--- src/rtl/risc_v_mike_mmio_timer.sv ---
// risc_v_mike_mmio_timer: MMIO prescaled 32-bit timer with compare match, overflow and level irq
module risc_v_mike_mmio_timer #(
  parameter logic [31:0] BASE_ADDR = 32'hFFFF0040
) (
  input  logic        clk,
  input  logic        rst,
  input  logic [31:0] data_mmio_addr,
  input  logic        data_mmio_wr_addr_val,
  input  logic        data_mmio_rd_addr_val,
  input  logic [31:0] data_mmio_wr_data,
  output logic [31:0] data_mmio_rd_data,
  output logic        data_mmio_hit,
  output logic        timer_irq
);
  logic [3:0]  r_ctrl;
  logic [31:0] r_prescale;
  logic [31:0] r_pcnt;
  logic [31:0] r_count;
  logic [31:0] r_compare;
  logic [1:0]  r_status;
  logic [2:0]  w_off;
  logic        w_wr;
  logic        w_wr_ctrl;
  logic        w_wr_prescale;
  logic        w_wr_count;
  logic        w_wr_compare;
  logic        w_wr_status;
  logic        w_tick;
  logic        w_eval;
  logic        w_match;
  logic        w_ovf;
  logic        w_unused;
  assign w_unused      = &{1'b0, data_mmio_addr[1:0]};
  assign data_mmio_hit = data_mmio_addr[31:5] == BASE_ADDR[31:5];
  assign w_off         = data_mmio_addr[4:2];
  assign w_wr          = data_mmio_wr_addr_val & data_mmio_hit;
  assign w_wr_ctrl     = w_wr && w_off == 3'd0;
  assign w_wr_prescale = w_wr && w_off == 3'd1;
  assign w_wr_count    = w_wr && w_off == 3'd2;
  assign w_wr_compare  = w_wr && w_off == 3'd3;
  assign w_wr_status   = w_wr && w_off == 3'd4;
  // A software COUNT write suppresses match/overflow evaluation for that tick.
  assign w_tick  = r_ctrl[0] && r_pcnt == r_prescale;
  assign w_eval  = w_tick && !w_wr_count;
  assign w_match = w_eval && r_count == r_compare;
  assign w_ovf   = w_eval && r_count != r_compare && &r_count;
  assign timer_irq = r_ctrl[2] & |r_status;
  // Zero-latency read mux; unselected or reserved offsets read as zero.
  always_comb begin
    data_mmio_rd_data = !(data_mmio_rd_addr_val && data_mmio_hit) ? 32'h0 :
                        w_off == 3'd0 ? {28'h0, r_ctrl} :
                        w_off == 3'd1 ? r_prescale :
                        w_off == 3'd2 ? r_count :
                        w_off == 3'd3 ? r_compare :
                        w_off == 3'd4 ? {30'h0, r_status} : 32'h0;
  end
  // Register state: software writes take priority over hardware updates, except that hardware status sets beat W1C.
  always_ff @(posedge clk) begin
    if (rst) begin
      r_ctrl     <= 4'h0;
      r_prescale <= 32'h0;
      r_pcnt     <= 32'h0;
      r_count    <= 32'h0;
      r_compare  <= 32'hFFFFFFFF;
      r_status   <= 2'b00;
    end else begin
      r_pcnt     <= (!r_ctrl[0] || w_wr_prescale || w_wr_count || w_tick) ? 32'h0 : r_pcnt + 32'd1;
      r_ctrl     <= w_wr_ctrl ? data_mmio_wr_data[3:0] : (w_match && r_ctrl[3]) ? (r_ctrl & 4'b1110) : r_ctrl;
      r_prescale <= w_wr_prescale ? data_mmio_wr_data : r_prescale;
      r_compare  <= w_wr_compare ? data_mmio_wr_data : r_compare;
      r_count    <= w_wr_count ? data_mmio_wr_data : (w_match && r_ctrl[1]) ? 32'h0 : w_tick ? r_count + 32'd1 : r_count;
      r_status   <= (r_status & ~(w_wr_status ? data_mmio_wr_data[1:0] : 2'b00)) | {w_ovf, w_match};
    end
  end
endmodule

--- config.mk ---
export PLATFORM = sky130hd
export DESIGN_NAME = risc_v_mike_mmio_timer
export DESIGN_NICKNAME = d
export VERILOG_FILES = /design/src/rtl/risc_v_mike_mmio_timer.sv
export SDC_FILE = /design/constraint.sdc
export NUM_CORES = 1
export LEC_CHECK = 0
export ABC_CLOCK_PERIOD_IN_PS = 4600
export BUFFER_PORTS_ARGS = -buffer_cell sky130_fd_sc_hd__buf_2
export CAP_MARGIN = 5
export CORE_MARGIN = 2
export CORE_UTILIZATION = 51
export DETAILED_ROUTE_END_ITERATION = 6
export PLACE_DENSITY = 0.75
export RECOVER_POWER = 25
export SYNTH_ARGS = -nofsm -noshare
export SYNTH_HDL_FRONTEND = slang
export SYNTH_SLANG_ARGS = --single-unit
export TNS_END_PERCENT = 30
--- constraint.sdc ---
create_clock -name clk -period 4.6 [get_ports clk]
set_input_delay 0.92 -clock clk [delete_from_list [all_inputs] [get_ports clk]]
set_output_delay 0.92 -clock clk [all_outputs]
set_load 0.005 [all_outputs]
# Word level (Yosys, flattened, before mapping)
# Index checks and enable logic that the tools add are counted.
[totals] input_bits=68 word_cells=58 out_inout_bits=34 reg_bits=134
[op_classes] n_mux=12 n_eq_ne=8 n_bitwise=5 reduce_logical=24 addsub=2
[ops] op="$mux W32" count=8
[ops] op="$add A32 B1 Y32 const B" count=2
[ops] op="$eq A32 B32 Y1" count=2
[ops] op="$ne A32 B32 Y1" count=1
[ops] op="$reduce_and A32 Y1" count=1
[ops] op="$eq A27 B27 Y1 const B" count=1
[ops] op="$logic_and A1 B1 Y1" count=13
[ops] op="$eq A3 B2 Y1 const B" count=2
[ops] op="$mux W2" count=2
[ops] op="$mux W4" count=1
[ops] op="$reduce_or A2 Y1" count=2
[ops] op="$eq A3 B1 Y1 const B" count=1
[ops] op="$eq A3 B3 Y1 const B" count=1
[ops] op="$logic_not A3 Y1" count=1
[ops] op="$logic_or A1 B1 Y1" count=3
[ops] op="$reduce_bool A3 Y1" count=1
[ops] op="$and A1 B1 Y1" count=2
[ops] op="$and A2 B2 Y2" count=1
[ops] op="$logic_not A1 Y1" count=2
[ops] op="$not A2 Y2" count=1
[ops] op="$or A2 B2 Y2" count=1
[ops] op="$reduce_bool A2 Y1" count=1
[ops] op="$mux W1" count=1

# Longest topological paths before layout
# Gate-level depths: netlist of the first run.
[depth] word_depth=9 depth_mapped=11 ltp_nobuf=8

# Worst setup path after synthesis of the first run
# No wires, ideal clock.
[synth_timing] kind="in2out" from="input data_mmio_addr[14]" to="output data_mmio_rd_data[11]" t_arrival_ns=2.846 cell_stages=9 setup_slack_ns=0.834 required_ns=3.680 n_path_buf=2 cell_sequence="or4b_1 -> nor4_2 -> nand2_1 -> inv_1 -> nand2_1 -> or3_1 -> buf_2 -> buf_2 -> nor2_1"
[synth_via] elab_chain_len=3
[synth_rtl] element="from (decl)" line="7" rtl="input logic [31:0] data_mmio_addr,"
[synth_rtl] element="$eq A27 B27 Y1" line="34" rtl="assign data_mmio_hit = data_mmio_addr[31:5] == BASE_ADDR[31:5];"
[synth_rtl] element="net data_mmio_hit" line="12" rtl="output logic data_mmio_hit,"
[synth_rtl] element="$logic_and A1 B1 Y1" line="50" rtl="data_mmio_rd_data = !(data_mmio_rd_addr_val && data_mmio_hit) ? 32'h0 :"
[synth_rtl] element="$mux W32" line="50"
[synth_rtl] element="to (decl)" line="11" rtl="output logic [31:0] data_mmio_rd_data,"
# The timed path passes the listed nets, and every way through them passes these cells.

# Final worst setup path of the first run
[layout_timing] from="input data_mmio_addr[14]" to="output data_mmio_rd_data[19]"
[layout_via] elab_chain_len=3
[layout_rtl] element="$eq A27 B27 Y1" line="34"
[layout_rtl] element="$logic_and A1 B1 Y1" line="50"
[layout_rtl] element="$mux W32" line="50"
# Every way passes these cells.

==> results by group, run 1 <==
Run status
  • Outcome: complete, but fails checks
  • Violated checks: capacitance limit, slew limit

Setup path
  • CP arrival: approximately 3200 ps
  • Startpoint class of the critical path: primary input
  • CP Capture Type: output pin
  • Maximum fanout along the worst path: 28
  • Reg2Reg Depth: 8
  • Worst flop-to-flop path endpoint: r_count[24]
  • WS Path Type: in2out
  • Internal reg-to-reg setup slack: 1280 ps
  • CP required: about 3700 ps
  • FF-to-FF Start: r_pcnt[14]

Cells and area
  • Fill count: 1,321
  • Fin cells: 1,232
  • Most common cell after layout, fill and taps aside: nand2_1
  • # diodes: 0
  • Nets@finish: 1,106
  • Ratio of cells with drive above 1 in the final layout: 17.27%
  • Area Growth Syn to Fin: 14.01%
  • Commonest non-fill, non-tap cells in the layout: nand2_1 (174), dfxtp_1 (134), nor2_1 (110)

Min path
  • Hold Crit Start: r_status[1]
  • Sink of the worst hold path: r_status[1]
  • Hold WC Path Type: reg2reg
  • Hold path cells: 2

Clock tree
  • Worst-path clk slew: 50 ps
  • CTS tree: yes
  • PostCTS Resize Cnt: 0
  • # H-tree levels: 4
  • Hold buffer count at CTS: 0
  • Clock Tree Root: clkbuf_16
  • TritonCTS Sinks: 134
  • Clock buffer count from CTS: 17
  • Post-CTS repair timing setup buffer count: 0
  • Worst-case clock buffer depth: 2
  • Clock latency on the worst-skew pair: 430 ps

Timing
  • Clock skew: 7.511 ps
  • Final Hold Vio Count: 0
  • Final number of max-transition violations: 33
  • Max Clk Rate: ~0.25 GHz
  • Setup ws final: 525.2 ps
  • Setup violators final: 0
  • RSZ-0062 raised after global routing: no
  • Final hold slack: about 480 ps
  • Final worst-path cycle share: 88.58%
  • Relative slew margins: -6.711%
  • Crit path time final: between 4000 and 5000 ps
  • Final setup TNS: 0 ps
  • Worst-Margin Slew: 1601 ps

Floorplan
  • # IOs: slightly above 100
  • Chip height: 127.0 um
  • Initial core utilization: 52.65%
  • Core Box Area: 0.01464 sq mm
  • DIE WIDTH: 127.0 um
  • Die area: 0.01612 sq mm
  • Rows: 44

GRT
  • Initial antenna violation count: 0
  • Grt ovf: 0
  • Largest net degree at the start of global routing: 97
  • Global-route usage over all layers: 28.98%
  • Vias in the first global route: slightly below 7,000
  • Global-route wire length before repair: 36,210 um

Logic synthesis
  • Seq cells post-synth: 134
  • Post-Syn Area: a little under 0.008 sq mm
  • Mean post-synth cell area: roughly 8 sq um
  • Post-synth top area share: 34.79%
  • Synth cell types: slightly below 60
  • Area leader, netlist: dfxtp_1
  • Post-Syn Nets: 1,045
  • Synth top area cells: dfxtp_1 (35%), xor2_1 (9.8%), nand2_1 (8.5%), nor2_1 (5.3%), mux2_2 (4.1%)
  • Post-synth EDFFs: 0
  • Post-synth top flop: dfxtp_1
  • Sequential area share after synthesis: 34.79%
  • Async set-reset flop share out of synthesis: 0%
  • Synth warn: 0
  • Syn Inst Count: 975

Placement
  • DP HPWL: roughly 16,000 um
  • GPL Wtd Cong: 0.9600
  • PortBufs: approximately 100
  • Post-Place Cells: 1,201
  • Pre-CTS setup slack: 577.6 ps

Drt
  • First-pass DRT Iterations: 6
  • Via Count: ~7,500
  • Vias/cell: 6.101
  • Routed length per placed instance: 18.74 um
  • Post-route DRC: 0
  • 1st-iter DRT viols: 864
  • Total routed wirelength: 23,090 um
  • Post-route ant nets: 0

Pwr
  • Worst vdd ir: approximately 0.25 mV
  • P_leak: 3.433 nW
  • Pwr/cell area: ~310 mW/mm^2

Run
  • Max cap viols: 1
[power by group]
group	internal (mW)	switching, mW
Sequential	1.16	0.00133
Combinational	0.0545	0.0828
Clock	0.957	0.507
Total	2.17	0.591
[worst max-delay path by stage]
stage | startpoint | end | depth (start not counted)
2_1_floorplan | data_mmio_addr[14] | data_mmio_rd_data[11] | 9
3_3_place_gp | data_mmio_addr[14] | data_mmio_rd_data[12] | 10
3_5_place_dp | data_mmio_addr[14] | data_mmio_rd_data[31] | 10
4_1_cts | data_mmio_addr[14] | data_mmio_rd_data[31] | 10
5_1_grt | data_mmio_addr[14] | data_mmio_rd_data[12] | 10
6_report | data_mmio_addr[14] | data_mmio_rd_data[19] | 10
[worst max-delay path, stage by stage]
cell	delay, ps
buf_2	90
or4b_1	500
nor4_1	390
nand2_1	190
inv_1	110
nand2_1	100
or3_1	310
buf_4	240
nor2_1	160
buf_2	130
[cell families after synthesis]
group | share of synthesized area [%]
buffers and inverters | 5.079
AND/OR/NAND/NOR | 30.41
flip-flops | 34.79
adder cells (fa/ha/maj) | 0.3245
AO/OA/AOI/OAI | 11.46
XOR/XNOR | 12.25
multiplexers | 5.680
[metal layers]
metal	vias up	GRT usage (%)	part of all wire, %	routed length (um)
met4	0	12.61	3.5	808
met5	-	0	0	0
met1	3530	40.40	43	9905
met2	431	43.67	44	10090
li1	3508	-	-	-
met3	48	5.694	9.9	2283
[synthesized netlist by cell type (all sizes together), types with 10 or more instances]
cell and count:
nand3b 34, nand4 24, a22oi 36, dfxtp 134, xnor2 20, nand3 35
xor2 87, a21oi 44, buf 29, o21ai 17, nor3 20, clkbuf 42
mux2i 10, nand2 174, a31oi 12, mux2 28, nor2 110, nor4 28
[flip-flops by register name, summed over array words and instances, names as in the netlist]
register	flops
r_status	2
r_prescale	32
r_pcnt	32
r_ctrl	4
r_count	32
r_compare	32
[layout make-up]
class                           count  area (sq um)  area share [%]
Clock buffer                       22         484.2           5.509
Clock inverter                      9         147.6           1.680
Inverter                            6         22.52          0.2562
Multi-Input combinational cell    764          4634           52.73
Sequential cell                   134          2683           30.52
Tap cell                          184         230.2           2.619
Timing Repair Buffer              113         588.1           6.690
[stage by stage]
| stage | power (mW) | cell area (sq um) | utilization, % |
|---|---|---|---|
| floorplan | 1.256 | 7710 | - |
| global placement | 1.322 | 8179 | 55.85 |
| finish | 2.764 | 8790 | 60.02 |
| detailed placement | 1.322 | 8179 | 55.85 |
| CTS | 2.777 | 8811 | 60.17 |
| global route | 2.834 | 8790 | 60.02 |
No activity file was read; power rests on OpenSTA's default activity.
==> run 2, diff against run 1 <==
--- a/config.mk
+++ b/config.mk
@@ -8,10 +8,12 @@
 export ABC_CLOCK_PERIOD_IN_PS = 4600
 export BUFFER_PORTS_ARGS = -buffer_cell sky130_fd_sc_hd__buf_2
 export CAP_MARGIN = 5
+export CELL_PAD_IN_SITES_DETAIL_PLACEMENT = 0
+export CELL_PAD_IN_SITES_GLOBAL_PLACEMENT = 2
 export CORE_MARGIN = 2
-export CORE_UTILIZATION = 51
+export CORE_UTILIZATION = 37
 export DETAILED_ROUTE_END_ITERATION = 6
-export PLACE_DENSITY = 0.75
+export PLACE_DENSITY = 0.89
 export RECOVER_POWER = 25
 export SYNTH_ARGS = -nofsm -noshare
 export SYNTH_HDL_FRONTEND = slang
==> results by group, run 2 (same netlist as run 1, synthesis figures left out) <==
Clock tree
  • TritonCTS Sinks: 134 (unchanged)
  • Post-CTS repair timing setup buffer count: 0 (unchanged)
  • Clock latency on the worst-skew pair: 430 ps (about the same)
  • PostCTS Resize Cnt: 0 (unchanged)
  • Hold buffer count at CTS: 0 (unchanged)
  • CTS tree: yes
  • # H-tree levels: 4 (unchanged)
  • Worst-case clock buffer depth: 2 (unchanged)
  • Worst-path clk slew: 60 ps (about the same)
  • Clock buffer count from CTS: 17 (unchanged)
  • Clock Tree Root: clkbuf_16

Drt
  • Met3 wire len: 1742 um (-24%)
  • Routed metal-1 wirelength: 11,880 um (+20%)
  • 1st-iter DRT viols: 624 (-28%)
  • Total routed wirelength: 25,690 um (+11%)
  • First-pass DRT Iterations: 5 (-1)
  • Met2 wire length: 11,170 um (+11%)
  • Post-route DRC: 0 (unchanged)
  • Vias/cell: 5.536 (-9.3%)
  • Via Count: 7,313 (-2.7%)
  • Post-route ant nets: 0 (unchanged)
  • Routed length per placed instance: 19.45 um (+3.8%)
  • DR top layer: met4

Run status
  • Outcome: finished, final reports clean

Floorplan
  • Die area: 0.02201 sq mm (+37%)
  • # IOs: 102 (unchanged)
  • Chip height: 148.4 um (+17%)
  • Initial core utilization: 37.86% (-15 points)
  • Core Box Area: 0.02036 sq mm (+39%)
  • Rows: 52 (+18%)
  • DIE WIDTH: 148.4 um (+17%)

Timing
  • Setup violators final: 0 (unchanged)
  • Max Clk Rate: 0.2469 GHz (+0.59%)
  • RSZ-0062 raised after global routing: no
  • Clock skew: 12.72 ps (+5.213 ps)
  • Final setup TNS: 0 ps (unchanged)
  • Final worst-path cycle share: 88.06% (-0.52 points)
  • Final Hold Vio Count: 0 (unchanged)
  • Relative slew margins: 0.4449% (+7.2 points)
  • Setup ws final: 549.3 ps (+24.08 ps)
  • Worst-Margin Slew: 1493 ps (-107.3 ps)
  • Final number of max-transition violations: 0 (-100%)
  • Crit path time final: 4051 ps (-24.08 ps)

Setup path
  • Internal reg-to-reg setup slack: 930 ps (-350 ps)
  • CP Capture Type: output pin
  • Reg2Reg Depth: 9 (+1)
  • WS Path Type: in2out
  • Maximum fanout along the worst path: 28 (unchanged)
  • CP arrival: 3130 ps (-20 ps)
  • CP required: 3680 ps (about the same)
  • Startpoint class of the critical path: primary input
  • Worst flop-to-flop path endpoint: r_count[24]
  • FF-to-FF Start: r_pcnt[2]

Pwr
  • Pwr/cell area: 321.6 mW/mm^2 (+2.3%)
  • Worst vdd ir: 0.2031 mV (-20%)
  • P_leak: 3.442 nW (+0.26%)

Cells and area
  • Ratio of cells with drive above 1 in the final layout: 17.03% (-0.24 points)
  • Nets@finish: 1,108 (+0.18%)
  • Area Growth Syn to Fin: 15.84%
  • Final Cell Area: 0.008931 sq mm (+1.6%)
  • Most common cell after layout, fill and taps aside: nand2_1
  • Commonest non-fill, non-tap cells in the layout: nand2_1 (174), dfxtp_1 (134), nor2_1 (110)
  • # diodes: 0 (unchanged)
  • Fill count: 2,104 (+59%)

GRT
  • Vias in the first global route: 6,854 (+1.2%)
  • Global-route wire length before repair: 39,250 um (+8.4%)
  • Global-route usage over all layers: 23.36% (-5.6 points)
  • Grt ovf: 0 (unchanged)
  • Largest net degree at the start of global routing: 61 (-37%)
  • Initial antenna violation count: 0 (unchanged)

Min path
  • Hold Crit Start: r_pcnt[0]
  • Sink of the worst hold path: r_pcnt[0]
  • Hold path cells: 1 (-1)
  • Hold WC Path Type: reg2reg

Placement
  • DP HPWL: 18,640 um (+14%)
  • Placed Area: 0.008314 sq mm (+1.7%)
  • PortBufs: 99 (unchanged)
  • Pre-CTS setup slack: 529.9 ps (-47.66 ps)
  • GPL Wtd Cong: 0.8678 (-9.6%)

Run
  • Max cap viols: 0 (-1)
==> run 2: cell count changes in the layout (fill, tap and decap cells not counted), sizes merged <==
cell / previous run / this run
clkinvlp: 1 / 2
bufinv: 4 / 6
clkinv: 4 / 5
clkbuf: 26 / 25
==> run 2: worst max-delay path: stages <==
cell     delay [ps]
buf_2            90
or4b_1          510
nor4_1          410
nand2_1         160
inv_1           100
nand2_1         100
or3_1           310
buf_4           240
nor2_1          150
buf_2           130
==> run 2: cell type report <==
cell class	instances	area [sq um]	area share [%]
Timing Repair Buffer	115	605.6	6.781
Sequential cell	134	2683	30.04
Inverter	6	22.52	0.2522
Clock buffer	19	442.9	4.959
Clock inverter	13	227.7	2.550
Multi-Input combinational cell	764	4612	51.64
Tap cell	270	337.8	3.783
==> run 2: metal layers <==
layer	vias to the layer above	GRT usage, %
li1	3519	-
met1	3440	32.55
met2	304	36.02
met3	50	4.294
met4	0	8.762
met5	-	0
==> run 2: per-stage QoR <==
step | power [mW] | utilization, % | hold WS, ps | std cells
after floorplan | 1.256 | - | 439.6 | 975
after global placement | 1.329 | 40.83 | 456.0 | 1289
after detailed placement | 1.328 | 40.83 | 465.3 | 1289
after CTS | 2.887 | 44.12 | 479.3 | 1321
after global routing | 2.942 | 43.86 | 502.4 | 1321
final | 2.872 | 43.86 | 478.5 | 1321
==> run 2: worst max-delay path by stage <==
| stage | from | endpoint | slack (ps) |
|---|---|---|---|
| floorplan | data_mmio_addr[14] | data_mmio_rd_data[11] | 830 |
| global placement | data_mmio_addr[14] | data_mmio_rd_data[20] | 580 |
| detailed placement | data_mmio_addr[14] | data_mmio_rd_data[12] | 530 |
| CTS | data_mmio_addr[14] | data_mmio_rd_data[12] | 520 |
| global route | data_mmio_addr[14] | data_mmio_rd_data[15] | 280 |
| finish | data_mmio_addr[14] | data_mmio_rd_data[12] | 550 |
==> run 2: power breakdown <==
part	switching (mW)	internal, mW
combinational	0.0862	0.0538
sequential	0.00159	1.16
clock	0.540	1.03
==> run 3, diff against run 2 <==
--- a/config.mk
+++ b/config.mk
@@ -13,7 +13,7 @@
 export CORE_MARGIN = 2
 export CORE_UTILIZATION = 37
 export DETAILED_ROUTE_END_ITERATION = 6
-export PLACE_DENSITY = 0.89
+export PLACE_DENSITY_LB_ADDON = 0.1
 export RECOVER_POWER = 25
 export SYNTH_ARGS = -nofsm -noshare
 export SYNTH_HDL_FRONTEND = slang
==> results by group, run 3 (same netlist as run 1, synthesis figures left out) <==
Run status
  • Outcome: complete, but fails checks
  • Violated checks: capacitance limit, slew limit

Clock tree
  • Worst-path clk slew: 60 ps (about the same)
  • PostCTS Resize Cnt: 0 (unchanged)
  • Worst-case clock buffer depth: 2 (unchanged)
  • Post-CTS repair timing setup buffer count: 0 (unchanged)
  • Hold buffer count at CTS: 0 (unchanged)
  • CTS tree: yes
  • # H-tree levels: 4 (unchanged)
  • TritonCTS Sinks: 134 (unchanged)
  • Clock buffer count from CTS: 17 (unchanged)
  • Clock latency on the worst-skew pair: 420 ps (about the same)
  • Clock Tree Root: clkbuf_16

Cells and area
  • Post-layout util: 43.69% (-0.17 points)
  • Fill count: 2,187 (+3.9%)
  • Commonest non-fill, non-tap cells in the layout: nand2_1 (174), dfxtp_1 (134), nor2_1 (110)
  • Most common cell after layout, fill and taps aside: nand2_1
  • # diodes: 0 (unchanged)
  • Nets@finish: 1,110 (+0.18%)
  • Ratio of cells with drive above 1 in the final layout: 17.28% (+0.25 points)
  • Area Growth Syn to Fin: 15.40%

Min path
  • Hold path cells: 1 (unchanged)
  • Sink of the worst hold path: r_ctrl[0]
  • Hold Crit Start: r_ctrl[3]
  • Hold WC Path Type: reg2reg

GRT
  • Grt ovf: 0 (unchanged)
  • Initial antenna violation count: 0 (unchanged)
  • Vias in the first global route: 7,117 (+3.8%)
  • Largest net degree at the start of global routing: 97 (+59%)
  • Global-route wire length before repair: 42,440 um (+8.1%)
  • Global-route usage over all layers: 25.33% (+2.0 points)

Floorplan
  • Chip height: 148.4 um (unchanged)
  • Initial core utilization: 37.86% (unchanged)
  • # IOs: 102 (unchanged)
  • Rows: 52 (unchanged)
  • DIE WIDTH: 148.4 um (unchanged)
  • Core Box Area: 0.02036 sq mm (unchanged)
  • Die area: 0.02201 sq mm (unchanged)

Drt
  • Total routed wirelength: 27,020 um (+5.2%)
  • Post-route ant nets: 0 (unchanged)
  • 1st-iter DRT viols: 524 (-16%)
  • Via Count: 7,173 (-1.9%)
  • Post-route DRC: 0 (unchanged)
  • First-pass DRT Iterations: 7 (+2)
  • Routed length per placed instance: 20.42 um (+5.0%)
  • Vias/cell: 5.422 (-2.1%)

Setup path
  • CP required: 3680 ps (about the same)
  • Reg2Reg Depth: 9 (unchanged)
  • Startpoint class of the critical path: primary input
  • FF-to-FF Start: r_count[19]
  • CP Capture Type: output pin
  • CP arrival: 3210 ps (+80 ps)
  • Maximum fanout along the worst path: 28 (unchanged)
  • WS Path Type: in2out
  • Worst flop-to-flop path endpoint: r_count[24]
  • Internal reg-to-reg setup slack: 1060 ps (+130 ps)

Pwr
  • P_leak: 3.414 nW (-0.81%)
  • Pwr/cell area: 307.5 mW/mm^2 (-4.4%)
  • Clock power frac: 52.3% (-2.3 points)
  • Worst vdd ir: 0.2140 mV (+5.4%)
  • Logic pwr share: 5.2% (+0.3 points)
  • Sw Share: 24.18% (+2.3 points)
  • Sw Pwr: 0.6616 mW (+5.3%)
  • Internal: 2.075 mW (-7.5%)
  • Seq pwr share: 42.5% (+2.0 points)

Timing
  • Relative slew margins: -1.004% (-1.4 points)
  • Final setup TNS: 0 ps (unchanged)
  • Worst-Margin Slew: 1515 ps (+21.73 ps)
  • Setup ws final: 473.7 ps (-75.63 ps)
  • Max Clk Rate: 0.2423 GHz (-1.8%)
  • RSZ-0062 raised after global routing: no
  • Final number of max-transition violations: 33 (+33)
  • Clock skew: 8.772 ps (-3.952 ps)
  • Final worst-path cycle share: 89.70% (+1.6 points)
  • Final Hold Vio Count: 0 (unchanged)
  • Crit path time final: 4126 ps (+75.63 ps)
  • Setup violators final: 0 (unchanged)

Placement
  • DP HPWL: 19,640 um (+5.4%)
  • Pre-CTS setup slack: 478.6 ps (-51.30 ps)
  • PortBufs: 99 (unchanged)
  • GPL Wtd Cong: 0.8415 (-3.0%)

Run
  • Max cap viols: 1 (+1)
-- run 3: changes by cell type in the layout (fill, tap and decap cells not counted), moves of 2 or more --
cell and delta:
bufinv_16 -3, clkinv_2 -2, buf_4 +4, clkinvlp_4 +3
inv_6 +3
-- run 3: per-layer routing --
layer  track usage, %  up-vias  part of all wire (%)  wire, um
li1                 -     3528                     -         -
met1            35.39     3394                    48     12850
met2            39.91      217                    45     12110
met3            4.724       34                   5.3      1424
met4            7.429        0                   2.3       633
met5                0        -                     0         0
-- run 3: worst max-delay path, cell delays in order --
cell and delay [ps]:
buf_2 90, or4b_1 520, nor4_1 410, nand2_1 200, inv_1 110, nand2_1 110, or3_1 320, buf_4 240
nor2_1 160, buf_2 130
-- run 3: how the worst max path moves through the flow --
| stage | endpoint | slack [ps] | cells after the start | start |
|---|---|---|---|---|
| final | data_mmio_rd_data[9] | 470 | 10 | data_mmio_addr[14] |
| after global routing | data_mmio_rd_data[9] | 240 | 10 | data_mmio_addr[14] |
| after CTS | data_mmio_rd_data[26] | 480 | 10 | data_mmio_addr[14] |
| after detailed placement | data_mmio_rd_data[26] | 480 | 10 | data_mmio_addr[14] |
| after global placement | data_mmio_rd_data[22] | 540 | 10 | data_mmio_addr[14] |
| after floorplan | data_mmio_rd_data[11] | 830 | 9 | data_mmio_addr[14] |
-- run 3: power by group through the flow --
stage,Combinational [mW],Clock [mW],Sequential (mW)
6_report,0.143,1.43,1.16
5_1_grt,0.152,1.51,1.16
4_1_cts,0.144,1.45,1.16
3_5_place_dp,0.143,0,1.19
3_3_place_gp,0.145,0,1.19
2_1_floorplan,0.0684,0,1.19
-- run 3: layout make-up --
class	count	area (sq um)	area share, %
Clock buffer	18	429.2	4.824
Tap cell	270	337.8	3.797
Sequential cell	134	2683	30.15
Timing Repair Buffer	117	626.9	7.045
Clock inverter	14	176.4	1.983
Inverter	6	22.52	0.2531
Multi-Input combinational cell	764	4622	51.95
-- run 3: stage by stage --
stage               std cells  instance area [sq um]  hold WS, ps  total power [mW]
finish                   1323                   8897        488.6             2.736
global route             1323                   8897        510.7             2.820
CTS                      1323                   8935        481.2             2.754
detailed placement       1291                   8329        471.8             1.332
global placement         1291                   8329        454.6             1.333
floorplan                 975                   7710        439.6             1.256
